`config.mk`:
```
export PLATFORM = sky130hd
export DESIGN_NAME = sync_ram_dp
export DESIGN_NICKNAME = d
export VERILOG_FILES = /design/src/rtl/sync_ram_pkg.sv /design/src/rtl/sync_ram_init_seq.sv /design/src/rtl/sync_ram_dp.sv
export SDC_FILE = /design/constraint.sdc
export NUM_CORES = 2
export LEC_CHECK = 0
export CORE_ASPECT_RATIO = 1.4
export CORE_MARGIN = 3
export CORE_UTILIZATION = 25
export CTS_CLUSTER_DIAMETER = 200
export DETAILED_ROUTE_END_ITERATION = 8
export SLEW_MARGIN = 15
export SYNTH_ARGS = -nofsm -noshare
export SYNTH_HDL_FRONTEND = slang
export SYNTH_SLANG_ARGS = --single-unit
```
`constraint.sdc`:
```
create_clock -name clk -period 4.15 [get_ports clk]
set_input_delay 0.6225 -clock clk [delete_from_list [all_inputs] [get_ports clk]]
set_output_delay 0.6225 -clock clk [all_outputs]
set_load 0.005 [all_outputs]
```
`src/rtl/sync_ram_pkg.sv`:
```
// -----------------------------------------------------------------------------
// sync_ram_pkg
// Shared definitions for the sync_ram_dp slice:
//   RDW_READ_FIRST / RDW_WRITE_FIRST - same-address read-during-write policies
//   init_state_e                     - clear-sequencer states {INIT, READY}
//   byte_parity()                    - even-parity bit for one byte
// -----------------------------------------------------------------------------
package sync_ram_pkg;

    localparam int RDW_READ_FIRST  = 0;
    localparam int RDW_WRITE_FIRST = 1;

    typedef enum logic [0:0] {
        INIT  = 1'b0,
        READY = 1'b1
    } init_state_e;

    // Even parity: the stored bit makes the 9-bit group hold an even count of ones.
    function automatic logic byte_parity(input logic [7:0] b);
        return ^b;
    endfunction

endpackage

```
`src/rtl/sync_ram_init_seq.sv`:
```
// -----------------------------------------------------------------------------
// sync_ram_init_seq
// Memory clear sequencer. After reset it sweeps addresses 0..DEPTH-1, one per
// clock, ascending, then parks in READY until the next reset.
// Ports:
//   clk       - clock, rising edge
//   rst_n     - asynchronous active-low reset (restarts the sweep at address 0)
//   init_busy - high while the sweep runs (and while in reset)
//   clr_addr  - address being cleared this cycle
//   clr_we    - clear write strobe, qualifies clr_addr
// -----------------------------------------------------------------------------
module sync_ram_init_seq
    import sync_ram_pkg::*;
#(
    parameter int ADDR_WIDTH = 6
) (
    input  logic                  clk,
    input  logic                  rst_n,
    output logic                  init_busy,
    output logic [ADDR_WIDTH-1:0] clr_addr,
    output logic                  clr_we
);

    localparam logic [ADDR_WIDTH-1:0] LAST_ADDR = {ADDR_WIDTH{1'b1}};
    localparam logic [ADDR_WIDTH-1:0] ZERO_ADDR = {ADDR_WIDTH{1'b0}};
    localparam logic [ADDR_WIDTH-1:0] ONE_ADDR  = ADDR_WIDTH'(1'b1);

    init_state_e           state_r;
    init_state_e           state_nxt_s;
    logic [ADDR_WIDTH-1:0] cnt_r;
    logic [ADDR_WIDTH-1:0] cnt_nxt_s;

    // State and sweep-counter registers
    always_ff @(posedge clk or negedge rst_n) begin
        if (!rst_n) begin
            state_r <= INIT;
            cnt_r   <= ZERO_ADDR;
        end else begin
            state_r <= state_nxt_s;
            cnt_r   <= cnt_nxt_s;
        end
    end

    // Next-state logic: leave INIT on the cycle that clears the last address
    always_comb begin
        state_nxt_s = state_r;
        cnt_nxt_s   = cnt_r;
        case (state_r)
            INIT: begin
                if (cnt_r == LAST_ADDR) begin
                    state_nxt_s = READY;
                    cnt_nxt_s   = ZERO_ADDR;
                end else begin
                    state_nxt_s = INIT;
                    cnt_nxt_s   = cnt_r + ONE_ADDR;
                end
            end
            READY: begin
                state_nxt_s = READY;
                cnt_nxt_s   = ZERO_ADDR;
            end
            default: begin
                state_nxt_s = INIT;
                cnt_nxt_s   = ZERO_ADDR;
            end
        endcase
    end

    assign init_busy = (state_r == INIT);
    assign clr_we    = (state_r == INIT);
    assign clr_addr  = cnt_r;

endmodule

```
`src/rtl/sync_ram_dp.sv`:
```
// -----------------------------------------------------------------------------
// sync_ram_dp
// Simple dual-port synchronous RAM (one write port, one read port, one clock)
// with byte enables, a post-reset clear sweep, a 1- or 2-stage pipelined read
// path and a selectable same-address read-during-write policy.
// Optional build macro SYNC_RAM_PARITY_EN adds one even-parity bit per byte,
// the error-injection input inj_perr and the read error flag rd_perr.
// Ports:
//   clk, rst_n         - clock (rising edge) and asynchronous active-low reset
//   we, waddr, wdata   - write request, address, data
//   wbe                - byte enables, bit i covers wdata[8i+7:8i]
//   re, raddr          - read request and address
//   rdata, rvalid      - read data (held between reads) and one-cycle qualifier
//   init_busy          - high while the clear sweep runs
//   inj_perr, rd_perr  - parity build only: invert stored parity / parity error
// Memory contents are not reset; only the clear sweep zeroes them.
// -----------------------------------------------------------------------------
module sync_ram_dp
    import sync_ram_pkg::*;
#(
    parameter int DATA_WIDTH = 32,
    parameter int ADDR_WIDTH = 6,
    parameter int RD_LATENCY = 1,
    parameter int RDW_MODE   = RDW_READ_FIRST
) (
    input  logic                    clk,
    input  logic                    rst_n,
    input  logic                    we,
    input  logic [ADDR_WIDTH-1:0]   waddr,
    input  logic [DATA_WIDTH-1:0]   wdata,
    input  logic [DATA_WIDTH/8-1:0] wbe,
    input  logic                    re,
    input  logic [ADDR_WIDTH-1:0]   raddr,
    output logic [DATA_WIDTH-1:0]   rdata,
    output logic                    rvalid,
`ifdef SYNC_RAM_PARITY_EN
    input  logic                    inj_perr,
    output logic                    rd_perr,
`endif
    output logic                    init_busy
);

    localparam int NB    = DATA_WIDTH / 8;
    localparam int DEPTH = 2 ** ADDR_WIDTH;

    logic                  init_busy_s;
    logic                  clr_we_s;
    logic [ADDR_WIDTH-1:0] clr_addr_s;
    logic                  ready_s;

    sync_ram_init_seq #(
        .ADDR_WIDTH (ADDR_WIDTH)
    ) u_init_seq (
        .clk       (clk),
        .rst_n     (rst_n),
        .init_busy (init_busy_s),
        .clr_addr  (clr_addr_s),
        .clr_we    (clr_we_s)
    );

    assign ready_s   = ~init_busy_s;
    assign init_busy = init_busy_s;

    // ---------------- write port ----------------
    logic [NB-1:0]         wr_be_s;
    logic [ADDR_WIDTH-1:0] wr_addr_s;
    logic [DATA_WIDTH-1:0] wr_word_s;
    logic [DATA_WIDTH-1:0] rd_old_s;

    // Write arbitration: the clear sweep owns the array until READY, user writes are dropped
    always_comb begin
        wr_be_s   = {NB{1'b0}};
        wr_addr_s = waddr;
        wr_word_s = wdata;
        if (clr_we_s) begin
            wr_be_s   = {NB{1'b1}};
            wr_addr_s = clr_addr_s;
            wr_word_s = {DATA_WIDTH{1'b0}};
        end else if (we) begin
            wr_be_s   = wbe;
        end else begin
            wr_be_s   = {NB{1'b0}};
        end
    end

`ifdef SYNC_RAM_PARITY_EN
    logic [NB-1:0] wr_par_s;
    logic [NB-1:0] rd_old_par_s;

    // Parity to store per byte; injection only applies to user writes, never to the sweep
    always_comb begin
        wr_par_s = {NB{1'b0}};
        for (int i = 0; i < NB; i++) begin
            wr_par_s[i] = byte_parity(wr_word_s[8*i +: 8]) ^ (inj_perr & ~clr_we_s);
        end
    end
`endif

    // One storage array per byte lane so each lane has a single writer
    for (genvar g = 0; g < NB; g++) begin : g_lane
        logic [7:0] lane_r [DEPTH];

        // Byte-lane storage write
        always_ff @(posedge clk) begin
            if (wr_be_s[g]) begin
                lane_r[wr_addr_s] <= wr_word_s[8*g +: 8];
            end
        end

        assign rd_old_s[8*g +: 8] = lane_r[raddr];

`ifdef SYNC_RAM_PARITY_EN
        logic lane_par_r [DEPTH];

        // Byte-lane parity storage write
        always_ff @(posedge clk) begin
            if (wr_be_s[g]) begin
                lane_par_r[wr_addr_s] <= wr_par_s[g];
            end
        end

        assign rd_old_par_s[g] = lane_par_r[raddr];
`endif
    end

    // ---------------- read port ----------------
    logic                  rd_fire_s;
    logic                  same_addr_wr_s;
    logic [DATA_WIDTH-1:0] rd_word_s;

    assign rd_fire_s      = ready_s & re;
    assign same_addr_wr_s = (RDW_MODE == RDW_WRITE_FIRST) && ready_s && we && (waddr == raddr);

    // Read word: array contents, or in write-first mode the byte-merged incoming write
    always_comb begin
        rd_word_s = rd_old_s;
        if (same_addr_wr_s) begin
            for (int i = 0; i < NB; i++) begin
                if (wbe[i]) begin
                    rd_word_s[8*i +: 8] = wdata[8*i +: 8];
                end else begin
                    rd_word_s[8*i +: 8] = rd_old_s[8*i +: 8];
                end
            end
        end else begin
            rd_word_s = rd_old_s;
        end
    end

`ifdef SYNC_RAM_PARITY_EN
    logic [NB-1:0] rd_par_s;
    logic          rd_perr_s;

    // Stored parity for the returned word (merged like the data) and the recomputed check
    always_comb begin
        rd_par_s  = rd_old_par_s;
        rd_perr_s = 1'b0;
        for (int i = 0; i < NB; i++) begin
            if (same_addr_wr_s && wbe[i]) begin
                rd_par_s[i] = wr_par_s[i];
            end else begin
                rd_par_s[i] = rd_old_par_s[i];
            end
            rd_perr_s = rd_perr_s | (byte_parity(rd_word_s[8*i +: 8]) ^ rd_par_s[i]);
        end
    end
`endif

    logic                  out_fire_s;
    logic [DATA_WIDTH-1:0] out_data_s;
`ifdef SYNC_RAM_PARITY_EN
    logic                  out_perr_s;
`endif

    if (RD_LATENCY == 2) begin : g_lat2
        logic                  s1_valid_r;
        logic [DATA_WIDTH-1:0] s1_data_r;
`ifdef SYNC_RAM_PARITY_EN
        logic                  s1_perr_r;
`endif

        // Extra read stage; cleared by reset so no in-flight read survives it
        always_ff @(posedge clk or negedge rst_n) begin
            if (!rst_n) begin
                s1_valid_r <= 1'b0;
                s1_data_r  <= {DATA_WIDTH{1'b0}};
`ifdef SYNC_RAM_PARITY_EN
                s1_perr_r  <= 1'b0;
`endif
            end else begin
                s1_valid_r <= rd_fire_s;
                if (rd_fire_s) begin
                    s1_data_r <= rd_word_s;
`ifdef SYNC_RAM_PARITY_EN
                    s1_perr_r <= rd_perr_s;
`endif
                end
            end
        end

        assign out_fire_s = s1_valid_r;
        assign out_data_s = s1_data_r;
`ifdef SYNC_RAM_PARITY_EN
        assign out_perr_s = s1_perr_r;
`endif
    end else begin : g_lat1
        assign out_fire_s = rd_fire_s;
        assign out_data_s = rd_word_s;
`ifdef SYNC_RAM_PARITY_EN
        assign out_perr_s = rd_perr_s;
`endif
    end

    // Output register: rdata holds between reads, rvalid is a one-cycle pulse
    always_ff @(posedge clk or negedge rst_n) begin
        if (!rst_n) begin
            rdata  <= {DATA_WIDTH{1'b0}};
            rvalid <= 1'b0;
        end else begin
            rvalid <= out_fire_s;
            if (out_fire_s) begin
                rdata <= out_data_s;
            end
        end
    end

`ifdef SYNC_RAM_PARITY_EN
    // Parity error flag, only ever high alongside rvalid
    always_ff @(posedge clk or negedge rst_n) begin
        if (!rst_n) begin
            rd_perr <= 1'b0;
        end else begin
            rd_perr <= out_fire_s & out_perr_s;
        end
    end
`endif

endmodule
```
### After elaboration in Yosys (flattened, before gate mapping)

Memories as Yosys holds them, arrays and structs flattened. A register that Yosys moved wholly into a read port is not among the register bits.
Index checks and enable logic that the tools add are counted.

* register bits: 8
* memory bits (writable): 2048
* output and inout bits: 34
* memories: 4

Memories
* g_lane[0].lane_r: depth 64, width 8, read ports 1, clocked after memory_dff 1, wr ports 1, line sync_ram_dp.sv:101 `logic [7:0] lane_r [DEPTH];`
* g_lane[1].lane_r: depth 64, width 8, read ports 1, clocked after memory_dff 1, wr ports 1, line sync_ram_dp.sv:101
* g_lane[2].lane_r: depth 64, width 8, read ports 1, clocked after memory_dff 1, wr ports 1, line sync_ram_dp.sv:101
* g_lane[3].lane_r: depth 64, width 8, read ports 1, clocked after memory_dff 1, wr ports 1, line sync_ram_dp.sv:101

* add/sub/neg operators: 1
* equal/unequal tests: 1
* multiplexer cells: 16
* bitwise logic cells: 2
* reduce and logical (&&, ||, !) cells: 4

Operators by type and width (number)
* $mux 32: 1
* $mux 6: 2
* $pmux 6 s2: 1
* $mux 1: 9
* $mux 4: 2
* $add 6x1->6 const B: 1
* $eq 6x6->1 const B: 1
* $logic_not 1->1: 4
* $pmux 1 s2: 1
* $and 1x1->1: 1
* $not 1->1: 1

### Logic depth before layout (Yosys ltp)

* depth in word-level cells: 4
* depth in mapped cells: 10
* mapped depth without buffers: 6

### Modules after synthesis

From an unflattened synthesis, not the netlist that was laid out.

* cells, all modules: 3960
* area, all modules: 80691.1 µm²

By module, submodules not included
* sync_ram_dp: times used 1, cells each 3932, area each 80390.9 µm², sequential area each 62324.8 µm²
* sync_ram_init_seq: times used 1, cells each 28, area each 300.3 µm², sequential area each 175.2 µm²

### Worst setup path after synthesis

No wires, ideal clock.

* path type: reg2reg
* from: reg u_init_seq.state_r
* to: mem g_lane[0].lane_r[52][0], enable pin
* arrival time: 2.196 ns
* required time: 3.767 ns
* setup slack: 1.570 ns
* stages on the path, launching flop included: 7
* buffers on the path: 3
* clock period less this slack: 2.580 ns
* cells stage by stage: dfrtp_1 buf_2 clkbuf_1 mux2i_1 nand2_1 clkbuf_1 nor3_1

* word-level cells in the longest chain between the ends: 3
* elaborated cells on any way between the ends: 4
* classes of those cells: mux (4)

Ends and longest elaborated chain
* from (decl): line sync_ram_init_seq.sv:28 `init_state_e state_r;`
* from (signal assigned): line sync_ram_init_seq.sv:39 `state_r <= state_nxt_s;`
* $mux 4: line sync_ram_dp.sv:75 `if (clr_we_s) begin`
* $mux 1: line sync_ram_dp.sv:105 `if (wr_be_s[g]) begin`
* $mux 1 (not written as such): line sync_ram_dp.sv:106 `lane_r[wr_addr_s] <= wr_word_s[8*g +: 8];`
* to (decl): line sync_ram_dp.sv:101

Several ways; a longest one is shown, not always the timed one.

### Worst setup path after layout

* from: reg u_init_seq.state_r
* to: out init_busy

* word-level cells in the longest chain between the ends: 1

Ends and longest elaborated chain
* $not 1->1: line sync_ram_init_seq.sv:69 `assign init_busy = (state_r == INIT);`
* to (decl): line sync_ram_dp.sv:40 `output logic init_busy`

No other way between the ends.

==> out/results.ini <==
[timing]
worst_clock_skew_ns = 0.0474
timing.final.crit_share_pct = 92.1
fmax_mhz = 262
slew_headroom_pct = 23.3
finalHoldViolations = 0
period_needed_ns = 3.82
finalSetupViolations = 0
fin_ws_ns = 0.329
finalMaxSlewViolations = 0
grt_setup_unrepaired = false
max_slew.worst_pin.slew_ns = 1.15

[layout]
nets = 4421
drive_gt1_share_pct = 23.9
final-seq-area_um2 = 62500
n_fill_cell = 31100
syn2layout_area_growth_pct = 17.3
multi_input_area_um2 = 17100
fin_util_pct = 29.5

[pwr]
p_switching_uw = 8040
pwr-share-seq_pct = 56.0
swShare_pct = 19.8
power_density_nw_per_um2 = 430
comb_power_share_pct = 2.5
clockPowerShare_pct = 41.5
intPower_uw = 32600
p_leak_uw = 0.0249
peakVddDrop_mv = 0.327

[clocking]
cts_max_path_buffers = 4
cts_resized = 0
root_buffer = clkbuf_16
cts_hold_buf = 1
htreeDepth = 4
cts.sinks = 2088
worstSkewPairLatency_ns = 0.82
postCtsSetupBuffers = 0
numCtsBuffers = 180
clk_pin_slew_worst_paths_ns = 0.07
cts_tree = yes

[setup_path]
path_max_fanout = 33
end_kind = primary output
slowest_stage = dfrtp_2
worstPathArrival_ns = 3.20
crit_path_cell_trace = buf_4 > inv_1 > clkdlybuf4s50_1
crit_type = flip-flop to primary output
crit_buf_inv = 3
crit_required_ns = 3.53
path_delay_family = buffers and inverters
critPathLaunchType = flip-flop
crit_path_max_incr_delay_ns = 0.94

[route]
routed_wl_um = 214000
initialDrtViolationCount = 3779
drt-wirelength-per-cell_um = 24.6
drc_errors = 0
drtPass1Iterations = 5
viasPerCell = 4.59
ant_nets = 0
num_vias = 40100

[floorplan]
die_x_um = 486
row_count = 246
initial_core_util_pct = 25.1
core_area_um2 = 321000
die_area_um2 = 330000
die_h_um = 678
ios = 86

[global_route]
track_usage_pct = 12.7
grt_pass1_wl_um = 308000
grt_pass1_vias = 41900
overflow = 0
antenna_found_initial = 8
grt_start_max_net_pins = 107

[logic_synthesis]
synthCells = 3958
yosysWarningCount = 0
synth_edf_count = 2048
syn-cell-area_um2 = 80700
synthTopCellsByArea = edfxtp_1 (76%), mux4_2 (11%), mux2i_1 (3.6%)
synth_nets = 4011
synth.avg_cell_area_um2 = 20.4
synth_area_leader_cell = edfxtp_1
yosysUniqueCellTypes = 39
yosys_most_used_dff = edfxtp_1
postSynth.asyncResetShare_pct = 1.92
ys_seq_elements = 2088
yosysSeqAreaShare_pct = 77.5
synth_top_cell_area_share_pct = 76.2

[place]
place_ws_ns = -0.160
gp_congestion = 0.828
hpwl_um = 143000
io_buffer_count = 85

[outcome]
status = completed

[job]
max_cap_viol_count = 0

[hold_path]
min_path_type = input pin to asynchronous set/reset pin

per-stage QoR:
step	instance area [µm²]	cells	total power [µW]	setup TNS, ns	hold slack, ns
after floorplan	80700	3958	23900	0	0.327
after global placement	88800	8401	24200	-0.132	0.533
after detailed placement	88800	8401	24300	-0.164	0.550
after CTS	94600	8721	41000	0	0.502
after global routing	94600	8722	41800	0	0.532
final	94600	8726	40700	0	0.524
sequential cells by signal, summed over array words and instances (netlist names):
name,count
rdata,32
g_lane.lane_r,2048
u_init_seq.clr_addr,6
rvalid,1
u_init_seq.state_r,1
cells by family (layout without fill, tap and decap cells):
family | Yosys count | in the layout | synth area share (%)
other | 0 | 5 | 0
DFF | 2088 | 2088 | 77.5
and+or+nand+nor | 584 | 584 | 3.32
adders and majority gates | 1 | 1 | 0.0155
AOI/OAI and AO/OA | 365 | 365 | 3.28
muxes | 680 | 680 | 14.4
buffers and inverters | 237 | 784 | 1.46
xor gates and xnor gates | 3 | 3 | 0.0326
path summary, 6_finish.rpt:
kind,end,cells past startpoint,start,slack [ns]
setup / recovery,init_busy,3,u_init_seq.state_r,0.33
hold / removal,rdata[1],2,rst_n,0.52
setup reg to reg,g_lane[2].lane_r[0][1],4,u_init_seq.state_r,0.47
hold reg to reg,rdata[14],1,rdata[14],0.57
max in group asynchronous,rdata[13],2,rst_n,3.00
min in group clk,rvalid,3,re,0.53
placed cells by master, fill, tap and decap left out, drive strengths merged, types with 2 or more instances in the layout:
cell type and n:
a211oi 62, a21oi 38, a221o 32, a22oi 160
a2bb2oi 3, and2 36, buf 378, bufinv 19
clkbuf 230, clkdlybuf4s50 81, clkinv 65, clkinvlp 4
dfrtp 40, diode 5, edfxtp 2048, inv 6
mux2 4, mux2i 292, mux4 384, nand2 95
nand2b 2, nand3 69, nand4 32, nor2 260
nor2b 36, nor3 13, o21ai 3, o22ai 64
o2bb2ai 3, or3 33, or3b 2, xor2 2
area by class of cell:
cell class	instances	area share, %
Sequential cell	2088	66.0
Clock buffer	229	5.14
Tap cell	4216	5.57
Multi-Input combinational cell	1633	18.1
Clock inverter	90	0.982
Inverter	4	0.0159
Antenna cell	5	0.0132
Timing Repair Buffer	461	4.17
cells in the mapped netlist (2+ instances only):
cell type,number
buf_6,16
nand4_1,32
nor2_1,259
o2bb2ai_1,3
nor3_1,13
mux4_2,384
mux2i_1,292
o22ai_1,64
xor2_1,2
a211oi_1,62
a2bb2oi_1,3
or3_1,33
nor2b_1,36
mux2_2,4
o21ai_0,3
a221o_1,32
nand2b_1,2
inv_1,4
dfrtp_1,40
nand2_1,95
buf_1,22
clkbuf_1,95
edfxtp_1,2048
a22oi_1,160
buf_4,18
a21oi_1,38
and2_1,36
or3b_2,2
nand3_1,69
buf_2,82
layer usage:
metal,up-vias,global-route usage (%),part of all wire [%]
li1,17100,-,-
met1,21200,15.2,38
met2,1295,22.5,51
met3,384,1.68,5.2
met4,6,6.00,5.3
met5,-,0,0.022
power by group through the flow:
stage | Clock, µW | Sequential (µW) | Combinational (µW)
2_1_floorplan | 0 | 23200 | 627
3_3_place_gp | 0 | 23200 | 1010
3_5_place_dp | 0 | 23200 | 1020
4_1_cts | 17200 | 22800 | 1020
5_1_grt | 18000 | 22800 | 1050
6_report | 16900 | 22800 | 1000
Power figures use the tool's default switching activity.
